`src/rtl/uart_rx_oversampled_if.sv`:
```
// Receiver-side bundle: oversampling tick and serial line in, byte and status strobes out.
// master drives the line and tick (bench/PHY side); slave is the receiver.
interface uart_rx_oversampled_if #(
    parameter int DATA_BITS = 8
);
    logic                 tick;
    logic                 rxd;
    logic [DATA_BITS-1:0] data_out;
    logic                 data_valid;
    logic                 frame_err;
    logic                 parity_err;
    logic                 busy;

    modport master (
        output tick, rxd,
        input  data_out, data_valid, frame_err, parity_err, busy
    );

    modport slave (
        input  tick, rxd,
        output data_out, data_valid, frame_err, parity_err, busy
    );
endinterface

```
`src/rtl/uart_rx_oversampled.sv`:
```
// 16x-oversampled UART receiver (8N1; even parity when UART_RX_PARITY_EN is defined).
// Latency: strobes rise one clk after the mid-stop sampling tick, rxd sees a 2-clk synchronizer.
// Backpressure: none; each byte is offered once with a single-cycle data_valid.
module uart_rx_oversampled #(
    parameter int DATA_BITS  = 8,
    parameter int OVERSAMPLE = 16
) (
    input  logic                  clk,
    input  logic                  rst,
    uart_rx_oversampled_if.slave  bus
);
    localparam int CNT_W = $clog2(OVERSAMPLE);
    localparam int IDX_W = (DATA_BITS > 1) ? $clog2(DATA_BITS) : 1;
    localparam logic [CNT_W-1:0] CNT_HALF = CNT_W'(OVERSAMPLE / 2 - 1);
    localparam logic [CNT_W-1:0] CNT_LAST = CNT_W'(OVERSAMPLE - 1);
    localparam logic [IDX_W-1:0] IDX_LAST = IDX_W'(DATA_BITS - 1);

`ifdef UART_RX_PARITY_EN
    typedef enum logic [2:0] {
        S_IDLE, S_START, S_DATA, S_PARITY, S_STOP, S_WAIT_HIGH
    } state_t;
`else
    typedef enum logic [2:0] {
        S_IDLE, S_START, S_DATA, S_STOP, S_WAIT_HIGH
    } state_t;
`endif

    state_t               r_state, w_state_nxt;
    logic                 r_sync1, r_sync2;
    logic [CNT_W-1:0]     r_cnt, w_cnt_nxt;
    logic [IDX_W-1:0]     r_idx, w_idx_nxt;
    logic [DATA_BITS-1:0] r_shift, w_shift_nxt;
    logic [DATA_BITS-1:0] r_data_out, w_data_nxt;
    logic                 r_data_valid, w_valid_nxt;
    logic                 r_frame_err, w_ferr_nxt;
    logic                 w_rxs;
`ifdef UART_RX_PARITY_EN
    logic                 r_par, w_par_nxt;
    logic                 r_parity_err, w_perr_nxt;
`endif

    assign w_rxs = r_sync2;

    // Both synchronizer stages reset to the idle line level so reset never fakes a start bit.
    always_ff @(posedge clk or posedge rst) begin
        if (rst) begin
            r_sync1 <= 1'b1;
            r_sync2 <= 1'b1;
        end else begin
            r_sync1 <= bus.rxd;
            r_sync2 <= r_sync1;
        end
    end

    always_ff @(posedge clk or posedge rst) begin
        if (rst) begin
            r_state      <= S_IDLE;
            r_cnt        <= '0;
            r_idx        <= '0;
            r_shift      <= '0;
            r_data_out   <= '0;
            r_data_valid <= 1'b0;
            r_frame_err  <= 1'b0;
`ifdef UART_RX_PARITY_EN
            r_par        <= 1'b0;
            r_parity_err <= 1'b0;
`endif
        end else begin
            r_state      <= w_state_nxt;
            r_cnt        <= w_cnt_nxt;
            r_idx        <= w_idx_nxt;
            r_shift      <= w_shift_nxt;
            r_data_out   <= w_data_nxt;
            r_data_valid <= w_valid_nxt;
            r_frame_err  <= w_ferr_nxt;
`ifdef UART_RX_PARITY_EN
            r_par        <= w_par_nxt;
            r_parity_err <= w_perr_nxt;
`endif
        end
    end

    always_comb begin
        w_state_nxt = r_state;
        w_cnt_nxt   = r_cnt;
        w_idx_nxt   = r_idx;
        w_shift_nxt = r_shift;
        w_data_nxt  = r_data_out;
        w_valid_nxt = 1'b0;
        w_ferr_nxt  = 1'b0;
`ifdef UART_RX_PARITY_EN
        w_par_nxt   = r_par;
        w_perr_nxt  = 1'b0;
`endif
        if (bus.tick) begin
            case (r_state)
                S_IDLE: begin
                    w_cnt_nxt = '0;
                    if (!w_rxs) w_state_nxt = S_START;
                end
                S_START: begin
                    if (r_cnt == CNT_HALF) begin
                        w_cnt_nxt   = '0;
                        w_idx_nxt   = '0;
                        w_state_nxt = w_rxs ? S_IDLE : S_DATA;
                    end else begin
                        w_cnt_nxt = r_cnt + 1'b1;
                    end
                end
                S_DATA: begin
                    if (r_cnt == CNT_LAST) begin
                        w_shift_nxt[r_idx] = w_rxs;
                        w_cnt_nxt          = '0;
                        w_idx_nxt          = r_idx + 1'b1;
                        if (r_idx == IDX_LAST) begin
`ifdef UART_RX_PARITY_EN
                            w_state_nxt = S_PARITY;
`else
                            w_state_nxt = S_STOP;
`endif
                        end
                    end else begin
                        w_cnt_nxt = r_cnt + 1'b1;
                    end
                end
`ifdef UART_RX_PARITY_EN
                S_PARITY: begin
                    if (r_cnt == CNT_LAST) begin
                        w_par_nxt   = w_rxs;
                        w_cnt_nxt   = '0;
                        w_state_nxt = S_STOP;
                    end else begin
                        w_cnt_nxt = r_cnt + 1'b1;
                    end
                end
`endif
                S_STOP: begin
                    if (r_cnt == CNT_LAST) begin
                        w_cnt_nxt = '0;
                        if (w_rxs) begin
                            w_state_nxt = S_IDLE;
`ifdef UART_RX_PARITY_EN
                            if (^{r_shift, r_par}) begin
                                w_perr_nxt = 1'b1;
                            end else begin
                                w_valid_nxt = 1'b1;
                                w_data_nxt  = r_shift;
                            end
`else
                            w_valid_nxt = 1'b1;
                            w_data_nxt  = r_shift;
`endif
                        end else begin
                            // A low stop bit may be a break; park until the line returns high.
                            w_ferr_nxt  = 1'b1;
                            w_state_nxt = S_WAIT_HIGH;
                        end
                    end else begin
                        w_cnt_nxt = r_cnt + 1'b1;
                    end
                end
                S_WAIT_HIGH: begin
                    w_cnt_nxt = '0;
                    if (w_rxs) w_state_nxt = S_IDLE;
                end
                default: begin
                    w_cnt_nxt   = '0;
                    w_state_nxt = S_IDLE;
                end
            endcase
        end
    end

    assign bus.data_out   = r_data_out;
    assign bus.data_valid = r_data_valid;
    assign bus.frame_err  = r_frame_err;
    assign bus.busy       = (r_state != S_IDLE);
`ifdef UART_RX_PARITY_EN
    assign bus.parity_err = r_parity_err;
`else
    assign bus.parity_err = 1'b0;
`endif

endmodule

```
`src/flat_wrapper.sv`:
```
// flat-port wrapper written by rule: the top's interface ports become plain ports
module uart_rx_oversampled_flat 
#(
    parameter int DATA_BITS  = 8,
    parameter int OVERSAMPLE = 16
)
  (clk, rst, bus_tick, bus_rxd, bus_data_out, bus_data_valid, bus_frame_err, bus_parity_err, bus_busy);
  uart_rx_oversampled_if #(.DATA_BITS(DATA_BITS)) bus_i ();
  input  logic clk;
  input  logic rst;
  input wire logic [$bits(bus_i.tick)-1:0] bus_tick;
  input wire logic [$bits(bus_i.rxd)-1:0] bus_rxd;
  output wire logic [$bits(bus_i.data_out)-1:0] bus_data_out;
  output wire logic [$bits(bus_i.data_valid)-1:0] bus_data_valid;
  output wire logic [$bits(bus_i.frame_err)-1:0] bus_frame_err;
  output wire logic [$bits(bus_i.parity_err)-1:0] bus_parity_err;
  output wire logic [$bits(bus_i.busy)-1:0] bus_busy;
  assign bus_i.tick = bus_tick;
  assign bus_i.rxd = bus_rxd;
  assign bus_data_out = bus_i.data_out;
  assign bus_data_valid = bus_i.data_valid;
  assign bus_frame_err = bus_i.frame_err;
  assign bus_parity_err = bus_i.parity_err;
  assign bus_busy = bus_i.busy;
  uart_rx_oversampled #(.DATA_BITS(DATA_BITS), .OVERSAMPLE(OVERSAMPLE)) u_core (.clk(clk), .rst(rst), .bus(bus_i));
endmodule
```
`config.mk`:
```
export PLATFORM = sky130hd
export DESIGN_NAME = uart_rx_oversampled_flat
export DESIGN_NICKNAME = d
export VERILOG_FILES = /design/src/rtl/uart_rx_oversampled_if.sv /design/src/rtl/uart_rx_oversampled.sv /design/src/flat_wrapper.sv
export SDC_FILE = /design/constraint.sdc
export NUM_CORES = 1
export LEC_CHECK = 0
export CORE_MARGIN = 2
export CORE_UTILIZATION = 28
export DETAILED_ROUTE_END_ITERATION = 16
export GPL_ROUTABILITY_DRIVEN = 0
export SYNTH_ARGS = -nofsm -noshare
export SYNTH_HDL_FRONTEND = slang
export SYNTH_SLANG_ARGS = --single-unit
```
`constraint.sdc`:
```
create_clock -name clk -period 1.98 [get_ports clk]
set_input_delay 0.297 -clock clk [delete_from_list [all_inputs] [get_ports clk]]
set_output_delay 0.297 -clock clk [all_outputs]
set_load 0.01 [all_outputs]
```
==> results of run 1 <==
report_power, final:
group	total [mW]	switching, mW	leakage (nW)	internal [mW]
Sequential	0.710	0.0553	0.397	0.655
Clock	0.459	0.216	0.0450	0.243
Combinational	0.253	0.136	0.393	0.117
Total	1.42	0.407	0.835	1.01
layout make-up:
type                       instances  area, sq um  area share, %
clock buffer                       6        72.57          4.014
clock inverter                     2        10.01         0.5536
inverter                           6        22.52          1.246
multi-input combinational         83        631.9          34.95
sequential                        30        753.2          41.66
tap                               70        87.58          4.844
timing repair buffer              26        230.2          12.73
per-layer routing:
| metal | GRT usage (%) | routed length (um) |
|---|---|---|
| met5 | 0 | 0 |
| met4 | 3.818 | 44 |
| met3 | 3.910 | 119 |
| met2 | 16.46 | 1314 |
| met1 | 12.40 | 1181 |
cell families after synthesis:
| kind of cell | after synthesis | synth area share (%) |
|---|---|---|
| AO/OA/AOI/OAI | 23 | 10.80 |
| XOR/XNOR | 1 | 0.5999 |
| adder cells (fa/ha/maj) | 3 | 2.571 |
| buffers and inverters | 15 | 5.312 |
| flip-flops | 30 | 51.59 |
| multiplexers | 16 | 14.31 |
| other | 1 | 0.2568 |
| AND/OR/NAND/NOR | 39 | 14.57 |
flip-flops by register name (all words and copies together) (netlist names):
name and flops:
u_core.r_state 3, u_core.r_sync2 1, u_core.r_shift 8, u_core.bus.data_valid 1, u_core.bus.frame_err 1, u_core.bus.data_out 8, u_core.r_cnt 4, u_core.r_idx 3
u_core.r_sync1 1
worst paths after layout:
path | startpoint | to | slack (ns) | cells after the start
worst min register to register | u_core.r_sync1 | u_core.r_sync2 | 0.36 | 0
worst max register to register | u_core.r_cnt[0] | u_core.bus.data_out[4] | 0.12 | 6
max in group asynchronous | rst | u_core.r_sync2 | 1.27 | 3
min in group asynchronous | rst | u_core.r_shift[7] | 0.40 | 3
worst min-delay path | u_core.r_sync1 | u_core.r_sync2 | 0.36 | 0
worst max-delay path | u_core.r_cnt[0] | u_core.bus.data_out[4] | 0.12 | 6
worst max-delay path, cell delays in order, from the launching register on:
cell	delay (ns)
dfrtp_1	0.39
ha_1	0.20
and4b_1	0.24
nand2_2	0.06
or3_1	0.36
buf_4	0.20
mux2_4	0.30
through the flow:
| stage | cells | cell area [sq um] | power (mW) | setup TNS [ns] | util, % |
|---|---|---|---|---|---|
| 5_1_grt | 223 | 1808 | 1.514 | 0 | 35.63 |
| 6_report | 223 | 1808 | 1.421 | 0 | 35.63 |
| 3_5_place_dp | 215 | 1723 | 0.9714 | -0.5733 | 33.95 |
| 3_3_place_gp | 215 | 1723 | 0.9578 | -0.4009 | 33.95 |
| 2_1_floorplan | 128 | 1460 | 0.8843 | 0 | - |
| 4_1_cts | 223 | 1805 | 1.440 | 0 | 35.58 |
placed cells by master (no fill, tap or decap), drive strengths merged, types with 2 or more instances in the layout:
master / count
dfrtp: 28
nor3: 4
inv: 6
o21ai: 8
clkinv: 2
nand3: 7
ha: 3
nor4: 2
clkdlybuf4s50: 14
nor2b: 2
a21oi: 2
buf: 12
a22o: 2
or3: 3
dfstp: 2
nor3b: 2
o31ai: 4
mux2: 15
nand2: 7
nor2: 6
clkbuf: 6
==> impl_metrics.py, run 1 <==
metrics = {
    "run_status": {
        "status": "finished, final reports clean",
    },
    "logic_synthesis": {
        "postSynthAreaPerCell_sq_um": 11.41,
        "synth-async-reset-ratio_pct": 100.0,
        "syn_inst": 128,
        "yosys_warnings": 0,
        "synth-edff-count": 0,
        "yosysMostFrequentCell": "dfrtp_1",
        "ys_top_cells_by_count": "dfrtp_1, mux2_4, o21ai_0, mux2_2, nand3_1",
        "synthTopCellsByArea": "dfrtp_1, mux2_4, mux2_2",
        "synth_seq_area_share_pct": 51.59,
        "syn-num-nets": 135,
        "synth_top_area_share_pct": 47.99,
        "synth.distinct_cells": 39,
        "yosys.area.top_type": "dfrtp_1",
        "synth-seq-cells": 30,
        "ys.flop_type": "dfrtp_1",
        "synthesis.area_sq_mm": 0.001460,
    },
    "power": {
        "cellPowerDensity_mw_per_mm2": 786.2,
        "p_leak_nw": 0.8353,
        "ir_drop_mv": 0.2715,
    },
    "timing": {
        "grt_setup_unrepaired": "false",
        "finalHoldViolCount": 0,
        "finalWorstSetupSlack_ns": 0.1206,
        "finalCritPeriodShare_pct": 93.91,
        "period_minus_slack_ns": 1.859,
        "clock_skew_ns": 0.005991,
        "fmax_ghz": 0.5378,
        "whs_ns": 0.3628,
        "finalMaxSlewViolations": 0,
        "setup_viol": 0,
    },
    "cts": {
        "cts_setup_buffers": 0,
        "clockBufferDepth": 2,
        "cts.reportedPaths.clkPinSlew_ns": 0.06,
        "post_cts_resized": 0,
        "root_buffer": "clkbuf_8",
        "cts_buffers": 5,
        "cts.sinks": 30,
        "insertion_delay_ns": 0.28,
        "h-tree-depth": 2,
        "holdBufCountCts": 0,
        "cts_tree": "built",
    },
    "placement": {
        "io_buffers": 14,
        "dp_slack_ns": -0.07640,
        "place_hpwl_mm": 1.929,
    },
    "cells_and_area": {
        "drive_above_1_share_pct": 26.14,
        "fillers": 520,
        "diodes": 0,
        "areaGrowthSynthToFinish_pct": 23.82,
        "nNetsFinal": 159,
    },
    "drt": {
        "vias_per_cell": 4.610,
        "via_count": 1028,
        "drtPass1Iterations": 4,
        "drt_iter0_drc": 38,
        "drc_errors": 0,
        "drt_wl_total_mm": 2.659,
        "wl_per_cell_um": 11.92,
        "antenna_left": 0,
    },
    "floorplan": {
        "start_util_pct": 28.77,
        "die-area_sq_mm": 0.005809,
        "io_pins": 16,
        "rows": 26,
        "core_area_sq_mm": 0.005075,
        "die_x_um": 76.22,
        "die_h_um": 76.22,
    },
    "grt": {
        "grt_start_max_net_pins": 31,
        "gr-total-overflow": 0,
        "antenna_found_initial": 0,
        "grt_pass1_vias": 1004,
        "grt_pass1_wl_mm": 4.712,
        "grt_usage_pct": 10.21,
    },
    "setup_path": {
        "worstPathRequired_ns": 2.14,
        "worstSetupPathType": "reg -> reg",
        "path_max_fanout": 9,
        "arrival_ns": 2.02,
        "worst_setup_path_end_kind": "register",
        "worstSetupStartpointType": "register",
    },
    "worst_hold_path": {
        "hold_class": "reg -> reg",
    },
    "flow_run": {
        "drv_cap": 0,
    },
}
Note: power is estimated with default switching activity, not from simulation.
==> run 2: changes to the inputs <==
--- a/config.mk
+++ b/config.mk
@@ -8,6 +8,7 @@
 export CORE_MARGIN = 2
 export CORE_UTILIZATION = 28
 export DETAILED_ROUTE_END_ITERATION = 16
+export DONT_BUFFER_PORTS = 1
 export GPL_ROUTABILITY_DRIVEN = 0
 export SYNTH_ARGS = -nofsm -noshare
 export SYNTH_HDL_FRONTEND = slang
==> run 2 against run 1 <==
  * Register-to-register slack hardly changed
  * Design area decreased by 8.1%
  * Hold slack lost 0.25 ns
  * Utilization down 2.9 points
  * Clock-buffer cell count is 1 higher
  * Maximum frequency fell by 0.57%
  * Non-clock buffer count is 17 lower
  * First-iteration DRC count is 37% higher
  * Clock skew rose by 0.0027 ns
  * Power grew 0.86%
==> impl_metrics.py, run 2 (synthesized netlist as in run 1, its figures left out) <==
metrics = {
    "cts": {
        "insertion_delay_ns": 0.28,
        "cts.reportedPaths.clkPinSlew_ns": 0.07,
        "root_buffer": "clkbuf_8",
        "cts_buffers": 5,
        "clockBufferDepth": 2,
        "h-tree-depth": 2,
        "cts.sinks": 30,
        "cts_tree": "built",
    },
    "run_status": {
        "status": "finished, final reports clean",
    },
    "timing": {
        "finalMaxSlewViolations": 0,
        "fmax_ghz": 0.5348,
        "finalWorstSetupSlack_ns": 0.1100,
        "relSlewSlack_pct": 63.82,
        "setup_viol": 0,
        "finalCritPeriodShare_pct": 94.45,
        "clock_skew_ns": 0.008719,
        "finalHoldViolCount": 0,
        "period_minus_slack_ns": 1.870,
        "tns_ns": 0,
        "tightestPinTransition_ns": 0.5421,
        "grt_setup_unrepaired": "false",
    },
    "drt": {
        "wl_per_cell_um": 13.33,
        "wl_met3_um": 97,
        "drt_wl_total_mm": 2.746,
        "via_count": 992,
        "vias_per_cell": 4.816,
        "antenna_left": 0,
        "drtPass1Iterations": 4,
        "wl_met2_mm": 1.390,
        "drt_iter0_drc": 52,
        "top_layer_used": "met4",
        "wl_met1_mm": 1.203,
        "drc_errors": 0,
    },
    "setup_path": {
        "path_max_fanout": 7,
        "r2r_cells": 6,
        "reg2reg_setup_slack_ns": 0.11,
        "rr_startpoint": "u_core.r_cnt[0]",
        "arrival_ns": 2.03,
        "worst_setup_path_end_kind": "register",
        "worstSetupStartpointType": "register",
        "worstPathRequired_ns": 2.14,
        "worstSetupPathType": "reg -> reg",
        "rr_endpoint": "u_core.r_shift[4]",
    },
    "grt": {
        "grt_pass1_wl_mm": 4.885,
        "grt_pass1_vias": 1020,
        "gr-total-overflow": 0,
        "antenna_found_initial": 0,
        "grt_usage_pct": 10.57,
        "grt_start_max_net_pins": 19,
    },
    "power": {
        "ir_drop_mv": 0.3583,
        "p_leak_nw": 0.7764,
        "cellPowerDensity_mw_per_mm2": 862.8,
    },
    "floorplan": {
        "die_h_um": 76.22,
        "io_pins": 16,
        "die-area_sq_mm": 0.005809,
        "core_area_sq_mm": 0.005075,
        "rows": 26,
        "start_util_pct": 28.77,
        "die_x_um": 76.22,
    },
    "cells_and_area": {
        "nNetsFinal": 142,
        "final_common_cell": "dfrtp_1",
        "diodes": 0,
        "final_cell_mix": "dfrtp_1, o21ai_0, mux2_4",
        "areaGrowthSynthToFinish_pct": 13.80,
        "drive_above_1_share_pct": 25.74,
    },
    "placement": {
        "io_buffers": 0,
        "dp_slack_ns": 0.003620,
        "place_hpwl_mm": 1.975,
    },
    "worst_hold_path": {
        "hold_class": "in -> reg",
        "hold_start": "bus_tick",
        "worst_hold_path.num_cells": 1,
        "hold_end": "u_core.r_cnt[0]",
    },
    "flow_run": {
        "drv_cap": 0,
    },
}
## run 2: area by class of cell
class | instances | area [sq um]
Sequential cell | 30 | 753.2
Clock inverter | 1 | 5.005
Fill cell | 523 | 3413
Multi-Input combinational cell | 83 | 634.4
Tap cell | 70 | 87.58
Clock buffer | 7 | 86.33
Inverter | 6 | 22.52
Timing Repair Buffer | 9 | 72.57
## run 2: report_power, final
part	leakage (nW)	switching, mW	internal (mW)
clock network	0.0482	0.214	0.280
logic	0.331	0.129	0.100
registers	0.397	0.0570	0.655
## run 2: metrics by stage
step	power [mW]	cell area, sq um	std cells	hold slack [ns]	utilization, %
finish	1.434	1662	206	0.1097	32.74
global route	1.532	1662	206	0.09585	32.74
CTS	1.445	1652	205	0.005654	32.54
detailed placement	0.9447	1545	196	0.2537	30.45
global placement	0.9313	1545	196	0.2165	30.45
floorplan	0.8843	1460	128	0.3015	-
## run 2: critical path, cell delays in order, from the launching register on
cell and delay (ns):
dfrtp_1 0.39, ha_1 0.19, and4b_1 0.26, nand2_2 0.07, buf_4 0.17, nor4_1 0.29, mux2_2 0.37
## run 2: worst max path at each step
stage | from | to | slack [ns]
CTS | u_core.r_cnt[0] | u_core.r_shift[4] | 0.10
floorplan | u_core.r_cnt[0] | u_core.bus.data_out[0] | 0.07
global route | u_core.r_cnt[0] | u_core.r_state[0] | 0.008
detailed placement | u_core.r_cnt[0] | u_core.bus.data_out[4] | 0.004
finish | u_core.r_cnt[0] | u_core.r_shift[4] | 0.11
global placement | u_core.r_cnt[0] | u_core.bus.data_out[3] | 0.06
## run 2: what timing repair did
| item | 4_1_cts | 5_1_grt |
|---|---|---|
| hold buffers | 1 | 1 |
| buffers inserted | 0 | 0 |
| endpoints found under the hold margin | 10 | 1 |
| resized for setup | 1 | 0 |
| setup endpoints to repair | 8 | 0 |
## run 2: routing by layer
| layer | GRT usage, % | up-vias |
|---|---|---|
| li1 | - | 474 |
| met1 | 11.88 | 495 |
| met2 | 18.05 | 18 |
| met3 | 3.910 | 5 |
| met4 | 4.364 | 0 |
| met5 | 0 | - |
